### src/rtl/btn_pkg.sv
// Shared constants, repeat-FSM state type and counter-width helper for the button path.
package btn_pkg;

    localparam int BTN_UP    = 0;
    localparam int BTN_DOWN  = 1;
    localparam int BTN_ENTER = 2;

    localparam int DEF_DEBOUNCE_CYC     = 1_000_000;
    localparam int DEF_REPEAT_DELAY_CYC = 50_000_000;
    localparam int DEF_REPEAT_RATE_CYC  = 20_000_000;
    localparam logic [2:0] DEF_REPEAT_MASK = 3'b011;

    typedef enum logic [1:0] {
        REP_IDLE,
        REP_DELAY,
        REP_RATE
    } rep_state_e;

    function automatic int cnt_width(input int cycles);
        return $clog2(cycles) + 1;
    endfunction

endpackage

### src/rtl/btn_debounce_ch.sv
// One button channel: 2-FF synchronizer, counter debounce, rising-edge one-shot.
// Optional auto-repeat FSM is built only when BTN_AUTOREPEAT_EN is defined and REPEAT_EN is set.
module btn_debounce_ch
    import btn_pkg::*;
#(
    parameter int DEBOUNCE_CYC = DEF_DEBOUNCE_CYC
`ifdef BTN_AUTOREPEAT_EN
    ,
    parameter bit REPEAT_EN        = 1'b0,
    parameter int REPEAT_DELAY_CYC = DEF_REPEAT_DELAY_CYC,
    parameter int REPEAT_RATE_CYC  = DEF_REPEAT_RATE_CYC
`endif
) (
    input  logic clk_i,
    input  logic rst_ni,
    input  logic btn_raw_i,
    output logic level_o,
    output logic pulse_o
);

    localparam int CW = cnt_width(DEBOUNCE_CYC);
    localparam logic [CW-1:0] DB_LAST = CW'(DEBOUNCE_CYC - 1);

    logic          sync1_q, sync2_q;
    logic          stable_q, stable_d;
    logic          stable_dly_q;
    logic [CW-1:0] cnt_q, cnt_d;
    logic          pulse_q, pulse_d;
    logic          press;

    always_comb begin
        stable_d = stable_q;
        cnt_d    = cnt_q;
        if (sync2_q == stable_q) begin
            cnt_d = '0;
        end else if (cnt_q == DB_LAST) begin
            stable_d = sync2_q;
            cnt_d    = '0;
        end else begin
            cnt_d = cnt_q + CW'(1);
        end
    end

    // Held-through-reset buttons still pulse: the delayed copy also resets to 0.
    assign press = stable_q & ~stable_dly_q;

`ifdef BTN_AUTOREPEAT_EN
    logic rep_fire;

    if (REPEAT_EN) begin : g_rep
        localparam int RMAX = (REPEAT_DELAY_CYC > REPEAT_RATE_CYC) ? REPEAT_DELAY_CYC
                                                                    : REPEAT_RATE_CYC;
        localparam int RW = cnt_width(RMAX);
        localparam logic [RW-1:0] DELAY_LAST = RW'(REPEAT_DELAY_CYC - 1);
        localparam logic [RW-1:0] RATE_LAST  = RW'(REPEAT_RATE_CYC - 1);

        rep_state_e    rep_state_q, rep_state_d;
        logic [RW-1:0] rep_cnt_q, rep_cnt_d;
        logic          fire_d;

        always_ff @(posedge clk_i or negedge rst_ni) begin
            if (!rst_ni) begin
                rep_state_q <= REP_IDLE;
                rep_cnt_q   <= '0;
            end else begin
                rep_state_q <= rep_state_d;
                rep_cnt_q   <= rep_cnt_d;
            end
        end

        // Counting starts on the edge that launches the initial pulse.
        always_comb begin
            rep_state_d = rep_state_q;
            rep_cnt_d   = rep_cnt_q;
            fire_d      = 1'b0;
            if (!stable_q) begin
                rep_state_d = REP_IDLE;
                rep_cnt_d   = '0;
            end else begin
                case (rep_state_q)
                    REP_IDLE: begin
                        if (press) begin
                            rep_state_d = REP_DELAY;
                            rep_cnt_d   = '0;
                        end
                    end
                    REP_DELAY: begin
                        if (rep_cnt_q == DELAY_LAST) begin
                            fire_d      = 1'b1;
                            rep_state_d = REP_RATE;
                            rep_cnt_d   = '0;
                        end else begin
                            rep_cnt_d = rep_cnt_q + RW'(1);
                        end
                    end
                    REP_RATE: begin
                        if (rep_cnt_q == RATE_LAST) begin
                            fire_d    = 1'b1;
                            rep_cnt_d = '0;
                        end else begin
                            rep_cnt_d = rep_cnt_q + RW'(1);
                        end
                    end
                    default: begin
                        rep_state_d = REP_IDLE;
                        rep_cnt_d   = '0;
                    end
                endcase
            end
        end

        assign rep_fire = fire_d;
    end else begin : g_norep
        assign rep_fire = 1'b0;
    end

    assign pulse_d = press | rep_fire;
`else
    assign pulse_d = press;
`endif

    always_ff @(posedge clk_i or negedge rst_ni) begin
        if (!rst_ni) begin
            sync1_q      <= 1'b0;
            sync2_q      <= 1'b0;
            stable_q     <= 1'b0;
            stable_dly_q <= 1'b0;
            cnt_q        <= '0;
            pulse_q      <= 1'b0;
        end else begin
            sync1_q      <= btn_raw_i;
            sync2_q      <= sync1_q;
            stable_q     <= stable_d;
            stable_dly_q <= stable_q;
            cnt_q        <= cnt_d;
            pulse_q      <= pulse_d;
        end
    end

    assign level_o = stable_q;
    assign pulse_o = pulse_q;

endmodule

### src/rtl/btn_conditioner.sv
// Board push-buttons to clean level and one-cycle press pulses, one independent channel each.
// Define BTN_AUTOREPEAT_EN to enable auto-repeat on channels selected by REPEAT_MASK.
module btn_conditioner
    import btn_pkg::*;
#(
    parameter int               N_BTN            = 3,
    parameter int               DEBOUNCE_CYC     = DEF_DEBOUNCE_CYC,
    parameter int               REPEAT_DELAY_CYC = DEF_REPEAT_DELAY_CYC,
    parameter int               REPEAT_RATE_CYC  = DEF_REPEAT_RATE_CYC,
    parameter logic [N_BTN-1:0] REPEAT_MASK      = N_BTN'(DEF_REPEAT_MASK)
) (
    input  logic             clk,
    input  logic             rst_n,
    input  logic [N_BTN-1:0] btn_raw,
    output logic [N_BTN-1:0] btn_level,
    output logic [N_BTN-1:0] btn_pulse
);

    for (genvar i = 0; i < N_BTN; i++) begin : g_ch
        btn_debounce_ch #(
            .DEBOUNCE_CYC     (DEBOUNCE_CYC)
`ifdef BTN_AUTOREPEAT_EN
            ,
            .REPEAT_EN        (REPEAT_MASK[i]),
            .REPEAT_DELAY_CYC (REPEAT_DELAY_CYC),
            .REPEAT_RATE_CYC  (REPEAT_RATE_CYC)
`endif
        ) u_ch (
            .clk_i     (clk),
            .rst_ni    (rst_n),
            .btn_raw_i (btn_raw[i]),
            .level_o   (btn_level[i]),
            .pulse_o   (btn_pulse[i])
        );
    end

endmodule

### config.mk
export PLATFORM = sky130hd
export DESIGN_NAME = btn_conditioner
export DESIGN_NICKNAME = d
export VERILOG_FILES = /design/src/rtl/btn_pkg.sv /design/src/rtl/btn_debounce_ch.sv /design/src/rtl/btn_conditioner.sv
export SDC_FILE = /design/constraint.sdc
export NUM_CORES = 1
export LEC_CHECK = 0
export ABC_AREA = 0
export CORE_MARGIN = 4
export CORE_UTILIZATION = 50
export CTS_CLUSTER_SIZE = 25
export DETAILED_ROUTE_END_ITERATION = 16
export GPL_TIMING_DRIVEN = 0
export PLACE_DENSITY = 0.67
export SLEW_MARGIN = 20
export SYNTH_ARGS = -nofsm -noshare
export SYNTH_HDL_FRONTEND = slang
export SYNTH_SLANG_ARGS = --single-unit
export TNS_END_PERCENT = 10
### constraint.sdc
create_clock -name clk -period 2.95 [get_ports clk]
set_input_delay 0.295 -clock clk [delete_from_list [all_inputs] [get_ports clk]]
set_output_delay 0.295 -clock clk [all_outputs]
set_load 0.01 [all_outputs]
; ---- Yosys cells after proc, flatten, opt, wreduce, memory -nomap -nowiden
; Index checks and enable logic that the tools add are counted.
; W data, S select, Z words.
[totals]
register_bits = 78
out_inout_bits = 6
inputBits = 5
[op_classes]
n_eq_ne = 6
bitwise = 9
addsub = 3
muxes = 6
n_reduce_logical = 3
[ops]
columns = cell, count
row1 = $mux W21, 6
row2 = $add A21 B1 Y21 const B, 3
row3 = $eq A21 B20 Y1 const B, 3
row4 = $not A1 Y1, 6
row5 = $reduce_and A2 Y1, 3
row6 = $and A1 B1 Y1, 3
row7 = $eq A1 B1 Y1, 3

; ---- Logic depth before layout (Yosys ltp)
; Gate-level depths: netlist of the first run.
[depth]
ltp_word = 3
ltp_mapped = 6
depth_no_buf = 5

; ---- Hierarchy
; Synthesis of the first run repeated with hierarchy kept, for this count alone.
[hier_totals]
hier_cells = 357
hier_area_um2 = 3633.5
[modules_own_cells]
columns = mod, n_inst, area_per_inst_um2, seq_area_each_um2, cells_per_inst
row1 = btn_debounce_ch, 3, 1211.2, 650.6, 119

; ---- Worst setup path after synthesis of the first run
; Ideal clock, no wire load.
[synth_timing]
path_type = register to register
start = register g_ch[2].u_ch.cnt_q[0]
end = register g_ch[2].u_ch.cnt_q[18]
arrival_time_ns = 1.774
setup_ns = 0.077
path_slack_ns = 1.099
stages_incl_launch_ff = 6
path_buffers = 0
path_cell_list = dfrtp_1 -> ha_1 -> nand3_1 -> or4_4 -> or3_1 -> a21oi_1
[synth_between]
elab_chain_len = 3
word_cells_on_any_way = 4
[synth_rtl]
columns = item, line_no
row1 = "start, declared", btn_debounce_ch.sv:27  ; logic [CW-1:0] cnt_q, cnt_d;
row2 = "start signal, assigned", btn_debounce_ch.sv:135  ; cnt_q <= cnt_d;
row3 = $add A21 B1 Y21 or $eq A21 B20 Y1 (tied branches), "btn_debounce_ch.sv:40, btn_debounce_ch.sv:36"
row4 = $mux W21 *, btn_debounce_ch.sv:36  ; end else if (cnt_q == DB_LAST) begin
row5 = $mux W21 *, btn_debounce_ch.sv:34  ; if (sync2_q == stable_q) begin
row6 = net g_ch[2].u_ch.cnt_d[18], btn_debounce_ch.sv:27
; Mark *: on every way through the listed nets, which the timed path passes. The rest lies on a longest branch.
; A chain may end at the register's enable or synchronous reset.

; ---- Worst setup path in the final report of the first run
[layout_timing]
start = register g_ch[2].u_ch.cnt_q[0]
end = register g_ch[2].u_ch.cnt_q[20]
; The elaborated chain is that of the path after synthesis.

==> results of run 1 <==
[placed cells by master (no fill, tap or decap), drive strengths merged, types with 2 or more instances in the layout]
master / synthesis / routed
a21oi: 13 / 13
and3: 2 / 2
buf: 9 / 11
bufinv: 0 / 2
clkbuf: 4 / 15
clkdlybuf4s50: 0 / 9
clkinv: 0 / 2
dfrtp: 78 / 78
ha: 3 / 3
inv: 13 / 13
mux2: 3 / 3
nand2: 18 / 18
nand3: 20 / 20
nand4: 16 / 16
nor2: 58 / 58
nor2b: 4 / 4
nor3: 12 / 12
nor4: 14 / 14
nor4b: 2 / 2
o21ai: 11 / 11
o31ai: 2 / 2
or3: 12 / 12
or4: 8 / 8
xnor2: 39 / 39
xor2: 8 / 8
[routing by layer]
layer / vias to the layer above / part of all wire / global-route usage
li1: 1287 / - / -
met1: 1254 / 0.49 / 0.2175
met2: 32 / 0.46 / 0.2513
met3: 10 / 0.028 / 0.03620
met4: 0 / 0.021 / 0.08059
met5: - / 0 / 0
[how the worst min path moves through the flow]
stage	slack [ps]	depth (start not counted)	end
after floorplan	-0.6	0	g_ch[0].u_ch.cnt_q[0]$_DFF_PN0_
after global placement	330	0	g_ch[1].u_ch.sync2_q$_DFF_PN0_
after detailed placement	250	1	g_ch[1].u_ch.cnt_q[19]$_DFF_PN0_
after CTS	360	0	g_ch[0].u_ch.sync2_q$_DFF_PN0_
after global routing	370	0	g_ch[0].u_ch.sync2_q$_DFF_PN0_
final	350	0	g_ch[0].u_ch.sync2_q$_DFF_PN0_
[sequential cells by signal (all words and copies together), names as in the netlist]
name / cells
g_ch.u_ch.level_o: 3
g_ch.u_ch.pulse_o: 3
g_ch.u_ch.stable_dly_q: 3
g_ch.u_ch.sync1_q: 3
g_ch.u_ch.sync2_q: 3
g_ch.u_ch.cnt_q: 63
[cell type report]
| class | instances | share of cell area |
|---|---|---|
| timing repair buffer | 12 | 0.03277 |
| clock inverter | 5 | 0.01972 |
| multi-input combinational | 253 | 0.3765 |
| buffer | 13 | 0.02002 |
| inverter | 13 | 0.01183 |
| tap | 96 | 0.02913 |
| sequential | 78 | 0.4733 |
| clock buffer | 11 | 0.03671 |
[power by group through the flow]
stage               registers (mW)  logic (mW)  clock network, mW
finish                        1.10      0.0682              0.915
global route                  1.10      0.0793              0.975
CTS                           1.10      0.0713              0.932
detailed placement            1.12      0.0701                  0
global placement              1.12      0.0647                  0
floorplan                     1.12      0.0311                  0
[logic make-up after synthesis]
logic type / share of synthesized area
buffers and inverters: 0.03613
AO/OA/AOI/OAI: 0.04473
multiplexers: 0.009290
XOR/XNOR: 0.1132
adder cells (fa/ha/maj): 0.01032
flip-flops: 0.5368
AND/OR/NAND/NOR: 0.2495
==> impl_metrics.ini, run 1 <==
[critical_path]
critPathSlowestCell = or4_4
regToRegEndpoint = g_ch[2].u_ch.cnt_q[20]$_DFF_PN0_
r2r.worst_path.cells = 5
crit_chain = ha_1, nand3_1, or4_4, or3_1, a21oi_1
r2r_slack_ps = 870
endpoint = g_ch[2].u_ch.cnt_q[20]$_DFF_PN0_
cp_slowest_stage_delay_ps = 650
worst_ep_required_time_ps = 3230
cp_max_fo = 7
cp.buffers_inverters = 0
cp.depth = 5
path_delay_family = simple AND/OR/NAND/NOR gates
critPathArrivalTime_ps = 2360
cp-end-kind = register
startpoint = g_ch[2].u_ch.cnt_q[0]$_DFF_PN0_
startpoint_type = register
path_class = register to register
r2r_start = g_ch[2].u_ch.cnt_q[0]$_DFF_PN0_

[clocking]
post_cts_buffers = 0
cts_tree = yes
numCtsBuffers = 9
clk_latency_ps = 350
clk_pin_slew_ps = 80
clockRootBuffer = clkbuf_8
cts.sinks = 78
htree_levels = 3
cts_hold_buf = 1
clockBufferDepth = 2
postCtsResizedCells = 0

[power_and_ir_drop]
combPwrFrac = 0.033
internal-power_mw = 1.629
p_per_area_nw_per_um2 = 504.2
p_sw_mw = 0.4502
p_sw_frac = 0.2165
vdd_drop_max_v = 0.0002888
power.leakage_nw = 1.657
total_power_mw = 2.079
power.share.sequential = 0.527
pwr-share-clk = 0.440

[layout]
final_nets = 388
fin_area_um2 = 4124
stdcell_count = 481
n_antenna_cell = 0
utilization = 0.5939
fillCellCount = 596
multiInputGateArea_um2 = 1553
register_area_um2 = 1952
area_growth_pct = 13.42
layout-drive-gt1-share = 0.09870

[synthesis]
syn_inst = 357
synth-edff-count = 0
ys.flop_type = dfrtp_1
ys_seq_elements = 78
yosysWarnings = 0
synthMostInstantiatedCell = dfrtp_1
syn_area_per_cell_um2 = 10.18
yosys-top-cells-count = dfrtp_1 (78), nor2_1 (58), xnor2_1 (39)
syn_area_um2 = 3636
post-synth-top-area-cell = dfrtp_1
synth_seq_area_share = 0.5368
async_flop_share = 1.000
ys_types = 37
synth_nets = 365
synth_area_leaders = dfrtp_1 (54%), xnor2_1 (9.4%), nor2_1 (6.0%), nand3_1 (2.6%), nor4_1 (2.4%)
yosysTopAreaCellShare = 0.5368

[drt]
post_drt_wl_per_cell_um = 13.32
dr.pass1.iters = 4
drt_iter0_markers = 110
via_count = 2583
totalWireLength_um = 6407
drc_errors = 0
antenna_left = 0
viasPerCell = 5.370

[global_routing]
antenna_found_initial = 0
grt_max_degree = 51
grt.total_usage = 0.1632
grt_pass1_vias = 2545
grt_pass1_wl_um = 11320
grt_overflow = 0

[sta]
tns_ps = 0
fin_crit_sh = 0.7055
worst_slack_ps = 868.9
fin_skew_ps = 7.458
slew_headroom = 0.6989
layout_min_cycle_time_ps = 2081
tightest_slew_ps = 451.7
rsz0062_at_grt = no
fmax_ghz = 0.4805
slew_violations = 0
setup_viol = 0
hold_viol_final = 0
whs_ps = 350.8

[floorplanning]
core_um2 = 6944
start_util = 0.5236
dieArea_um2 = 8700
die_width_um = 93.28
dieHeight_um = 93.28
io_pins = 11
std_cell_rows = 30

[min_path]
hold_class = register to register
hold_start = g_ch[0].u_ch.sync1_q$_DFF_PN0_

[placed_design]
placed_area_um2 = 3881
io_buffer_count = 10
dp.cells = 464
post-place-ws_ps = 895.8
dp_hpwl_um = 4374
gp_congestion = 0.8319

[run_status]
status = complete, no violations

[flow_run]
maxCapViolCount = 0
(Power assumes the default switching activity.)
==> inputs of run 2 (changes only) <==
--- a/config.mk
+++ b/config.mk
@@ -11,7 +11,7 @@
 export CTS_CLUSTER_SIZE = 25
 export DETAILED_ROUTE_END_ITERATION = 16
 export GPL_TIMING_DRIVEN = 0
-export PLACE_DENSITY = 0.67
+export PLACE_DENSITY = 0.7
 export SLEW_MARGIN = 20
 export SYNTH_ARGS = -nofsm -noshare
 export SYNTH_HDL_FRONTEND = slang
==> constraint.sdc (replaced) <==
create_clock -name clk -period 1.8 [get_ports clk]
set_input_delay 0.18 -clock clk [delete_from_list [all_inputs] [get_ports clk]]
set_output_delay 0.18 -clock clk [all_outputs]
set_load 0.01 [all_outputs]
==> impl_metrics.ini, run 2 (same netlist as run 1, synthesis figures left out) <==
[flow_run]
maxCapViolCount = 0

[sta]
worst_slack_ps = -74.79
fin_skew_ps = 11.09
layout_min_cycle_time_ps = 1875
rsz0062_at_grt = yes
slew_violations = 0
tightest_slew_ps = 446.5
setup_viol = 3
hold_viol_final = 0
fmax_ghz = 0.5334
tns_ps = -100.5
slew_headroom = 0.6996
fin_crit_sh = 1.042

[power_and_ir_drop]
p_per_area_nw_per_um2 = 705.7
combPwrFrac = 0.047
power.leakage_nw = 1.757
p_sw_frac = 0.2403
internal-power_mw = 2.378
power.share.sequential = 0.576
p_sw_mw = 0.7523
pwr-share-clk = 0.377
total_power_mw = 3.130
vdd_drop_max_v = 0.0004514

[critical_path]
r2r_start = g_ch[2].u_ch.cnt_q[10]$_DFF_PN0_
critPathSlowestCell = or4_4
cp_slowest_stage_delay_ps = 580
cp_max_fo = 5
path_class = register to register
r2r.worst_path.cells = 4
cp.buffers_inverters = 0
crit_chain = nand4_1, or4_4, or3_1, a21oi_1
r2r_slack_ps = -70
path_delay_family = simple AND/OR/NAND/NOR gates
startpoint_type = register
critPathArrivalTime_ps = 2150
worst_ep_required_time_ps = 2070
cp-end-kind = register
regToRegEndpoint = g_ch[2].u_ch.cnt_q[20]$_DFF_PN0_

[layout]
layout-drive-gt1-share = 0.2372
final_cell_mix = dfrtp_1 (64), nor2_1 (57), xnor2_1 (39)
regMostFlops = g_ch.u_ch.cnt_q
area_growth_pct = 21.99
mostFrequentLayoutCell = dfrtp_1
final_nets = 412
n_antenna_cell = 0
fillCellCount = 552
largest_reg_flops = 63

[floorplanning]
dieArea_um2 = 8700
start_util = 0.5236
die_width_um = 93.28
io_pins = 11
core_um2 = 6944
dieHeight_um = 93.28
std_cell_rows = 30

[drt]
totalWireLength_um = 7123
via_count = 2700
drc_errors = 0
drt_iter0_markers = 127
viasPerCell = 5.347
post_drt_wl_per_cell_um = 14.10
antenna_left = 0
dr.pass1.iters = 4

[placed_design]
io_buffer_count = 10
dp_hpwl_um = 4316
gp_congestion = 0.8217

[clocking]
clk_pin_slew_ps = 90
clockRootBuffer = clkbuf_8
htree_levels = 3
numCtsBuffers = 9
cts_tree = yes
clk_latency_ps = 350
clockBufferDepth = 2
cts.sinks = 78

[run_status]
status = finished, violations left
violations = setup timing

[global_routing]
grt.total_usage = 0.1691
grt_pass1_vias = 2700
antenna_found_initial = 0
grt_overflow = 0
grt_pass1_wl_um = 11760
grt_max_degree = 57

[min_path]
hold_class = input pin to asynchronous set/reset pin
[run 2: cell types whose count changed in the layout (fill, tap and decap cells not counted), sizes merged]
| cell | before | now |
|---|---|---|
| buf | 11 | 38 |
| clkbuf | 15 | 12 |
| bufinv | 2 | 0 |
| clkinvlp | 1 | 2 |
| inv | 13 | 14 |
[run 2: timing repair]
item	in CTS	in global routing
setup buffers	7	17
hold endpoints to repair	22	0
pin swaps	5	22
gates cloned	0	0
resized for setup	21	33
hold buffers	1	0
endpoints found under the setup margin	55	62
[run 2: worst max-delay path by stage]
stage,start,end,slack [ps],cells past startpoint
global placement,rst_n,g_ch[0].u_ch.cnt_q[0]$_DFF_PN0_,-2130,1
CTS,g_ch[1].u_ch.cnt_q[0]$_DFF_PN0_,g_ch[1].u_ch.cnt_q[18]$_DFF_PN0_,-40,5
floorplan,g_ch[2].u_ch.cnt_q[0]$_DFF_PN0_,g_ch[2].u_ch.cnt_q[18]$_DFF_PN0_,4,5
finish,g_ch[2].u_ch.cnt_q[10]$_DFF_PN0_,g_ch[2].u_ch.cnt_q[20]$_DFF_PN0_,-70,4
global route,g_ch[2].u_ch.cnt_q[10]$_DFF_PN0_,g_ch[2].u_ch.cnt_q[20]$_DFF_PN0_,-140,4
detailed placement,g_ch[1].u_ch.cnt_q[0]$_DFF_PN0_,g_ch[1].u_ch.cnt_q[11]$_DFF_PN0_,-230,6
[run 2: per-layer routing]
layer | up-vias | track usage | wire length, µm
li1 | 1327 | - | -
met1 | 1322 | 0.2223 | 3351
met2 | 40 | 0.2668 | 3431
met3 | 11 | 0.03781 | 215
met4 | 0 | 0.07692 | 125
met5 | - | 0 | 0
[run 2: cell type report]
cell class	count	area (µm²)	area share
Multi-Input combinational cell	253	1693	0.3817
Inverter	13	48.80	0.01100
Sequential cell	78	1969	0.4440
Tap cell	96	120.1	0.02708
Clock inverter	5	33.78	0.007616
Clock buffer	11	141.4	0.03188
Buffer	13	110.1	0.02482
Timing Repair Buffer	36	319.1	0.07193
[run 2: worst reg2reg max path: stages, from the launching register on]
cell and delay (ps):
dfrtp_1 450, nand4_1 270, or4_4 580, or3_1 350, a21oi_1 150
[run 2: power by group through the flow]
| stage | clock, mW | sequential, mW | combinational [mW] |
|---|---|---|---|
| after floorplan | 0 | 1.83 | 0.0513 |
| after global placement | 0 | 1.83 | 0.106 |
| after detailed placement | 0 | 1.83 | 0.116 |
| after CTS | 1.21 | 1.80 | 0.127 |
| after global routing | 1.28 | 1.81 | 0.169 |
| final | 1.18 | 1.80 | 0.147 |
[run 2: stage by stage]
stage | util | cell area, µm² | setup WS (ps) | hold slack, ps | cells
after floorplan | - | 3641 | 3.594 | -115.6 | 357
after global placement | 0.5560 | 3861 | -2129 | 333.7 | 463
after detailed placement | 0.5596 | 3886 | -234.0 | 100.6 | 464
after CTS | 0.6050 | 4202 | -38.11 | 255.7 | 488
after global routing | 0.6387 | 4436 | -138.5 | 256.7 | 505
final | 0.6387 | 4436 | -74.79 | 258.8 | 505
==> inputs of run 3 (changes only) <==
--- a/config.mk
+++ b/config.mk
@@ -12,6 +12,7 @@
 export DETAILED_ROUTE_END_ITERATION = 16
 export GPL_TIMING_DRIVEN = 0
 export PLACE_DENSITY = 0.7
+export REMOVE_ABC_BUFFERS = 1
 export SLEW_MARGIN = 20
 export SYNTH_ARGS = -nofsm -noshare
 export SYNTH_HDL_FRONTEND = slang
==> impl_metrics.ini, run 3 (same netlist as run 1, synthesis figures left out) <==
[global_routing]
grt_pass1_wl_um = 12140
grt.total_usage = 0.1739
antenna_found_initial = 0
grt_pass1_vias = 2693
grt_max_degree = 48
grt_overflow = 0

[drt]
routed.top_layer = met4
routed-wl-met3_um = 208
drt_iter0_markers = 169
dr.pass1.iters = 4
post_drt_wl_per_cell_um = 15.05
viasPerCell = 5.490
via_count = 2723
wl_met1_um = 3304
totalWireLength_um = 7463
met2_length_um = 3862
antenna_left = 0
drc_errors = 0

[floorplanning]
dieArea_um2 = 8700
start_util = 0.5236
die_width_um = 93.28
std_cell_rows = 30
dieHeight_um = 93.28
core_um2 = 6944
io_pins = 11

[sta]
fin_crit_sh = 1.013
whs_ps = 269.7
worst_slack_ps = -23.50
tns_ps = -23.50
rsz0062_at_grt = yes
fin_skew_ps = 8.651
layout_min_cycle_time_ps = 1823
setup_viol = 1
tightest_slew_ps = 624.1
slew_violations = 0
fmax_ghz = 0.5484
slew_headroom = 0.5805
hold_viol_final = 0

[critical_path]
cp_slowest_stage_delay_ps = 540
worst_ep_required_time_ps = 2030
startpoint_type = register
r2r_start = g_ch[2].u_ch.cnt_q[7]$_DFF_PN0_
critPathArrivalTime_ps = 2060
cp-end-kind = register
crit_chain = or4_4, nor4b_4, nand3_2, mux2_4
path_class = register to register
critPathSlowestCell = or4_4
startpoint = g_ch[2].u_ch.cnt_q[7]$_DFF_PN0_
cp_max_fo = 3

[layout]
layout-drive-gt1-share = 0.2625
final_cell_mix = dfrtp_1 (59), nor2_1 (57), xnor2_1 (38)
n_antenna_cell = 0
regMostFlops = g_ch.u_ch.cnt_q
stdcell_count = 496
largest_reg_flops = 63
fillCellCount = 534
mostFrequentLayoutCell = dfrtp_1
area_growth_pct = 23.06
final_nets = 403

[clocking]
numCtsBuffers = 9
clk_pin_slew_ps = 80
clk_latency_ps = 350
cts.sinks = 78
clockRootBuffer = clkbuf_8
cts_tree = yes
htree_levels = 3
clockBufferDepth = 2

[power_and_ir_drop]
p_per_area_nw_per_um2 = 702.4
total_power_mw = 3.143
vdd_drop_max_v = 0.0007014
power.leakage_nw = 1.739

[placed_design]
io_buffer_count = 10
dp_hpwl_um = 4355
gp_congestion = 0.7483
dp.cells = 453

[min_path]
hold_class = input pin to register
hold_start = btn_raw[0]

[run_status]
status = finished, violations left
violations = setup timing

[flow_run]
maxCapViolCount = 0
run 3: layer usage:
metal  track usage  vias up
li1              -     1318
met1        0.2258     1350
met2        0.2835       46
met3       0.04344        9
met4       0.05983        0
met5             0        -
run 3: worst paths after layout:
kind | end | slack [ps] | depth (start not counted)
setup / recovery | g_ch[2].u_ch.level_o$_DFFE_PN0P_ | -20 | 4
max in group asynchronous | g_ch[0].u_ch.cnt_q[5]$_DFF_PN0_ | 880 | 3
setup reg to reg | g_ch[2].u_ch.level_o$_DFFE_PN0P_ | -20 | 4
hold / removal | g_ch[0].u_ch.sync1_q$_DFF_PN0_ | 270 | 1
min in group asynchronous | g_ch[1].u_ch.cnt_q[16]$_DFF_PN0_ | 330 | 2
hold reg to reg | g_ch[0].u_ch.sync2_q$_DFF_PN0_ | 360 | 0
run 3: cell type report:
cell class | instances | area, µm² | share of cell area
clock buffer | 11 | 141.4 | 0.03160
clock inverter | 5 | 33.78 | 0.007550
inverter | 13 | 48.80 | 0.01091
multi-input combinational | 255 | 1813 | 0.4052
sequential | 78 | 1976 | 0.4416
tap | 96 | 120.1 | 0.02685
timing repair buffer | 38 | 341.6 | 0.07634
run 3: what timing repair did:
| action | CTS | global route |
|---|---|---|
| hold buffers | 1 | 0 |
| hold endpoints to repair | 31 | 0 |
| setup endpoints to repair | 61 | 61 |
| setup buffers | 14 | 10 |
| gates cloned | 1 | 1 |
| resized for setup | 23 | 44 |
| pin swaps | 10 | 26 |
run 3: worst max-delay path, delay by kind of cell, from the launching register on:
family           cells  cell delay [ps]
AND/OR/NAND/NOR      3              990
flip-flops           1              390
multiplexers         1              330
run 3: stage by stage:
stage / cell area (µm²) / setup WS (ps) / utilization
2_1_floorplan: 3553 / -942.6 / -
3_3_place_gp: 3774 / -2138 / 0.5434
3_5_place_dp: 3816 / -325.4 / 0.5496
4_1_cts: 4228 / -45.16 / 0.6088
5_1_grt: 4474 / -77.61 / 0.6443
6_report: 4474 / -23.50 / 0.6443
run 3: power breakdown:
| group | total (mW) | switching (mW) | internal, mW |
|---|---|---|---|
| Sequential | 1.80 | 0.0286 | 1.77 |
| Combinational | 0.155 | 0.0872 | 0.0682 |
| Clock | 1.18 | 0.645 | 0.539 |
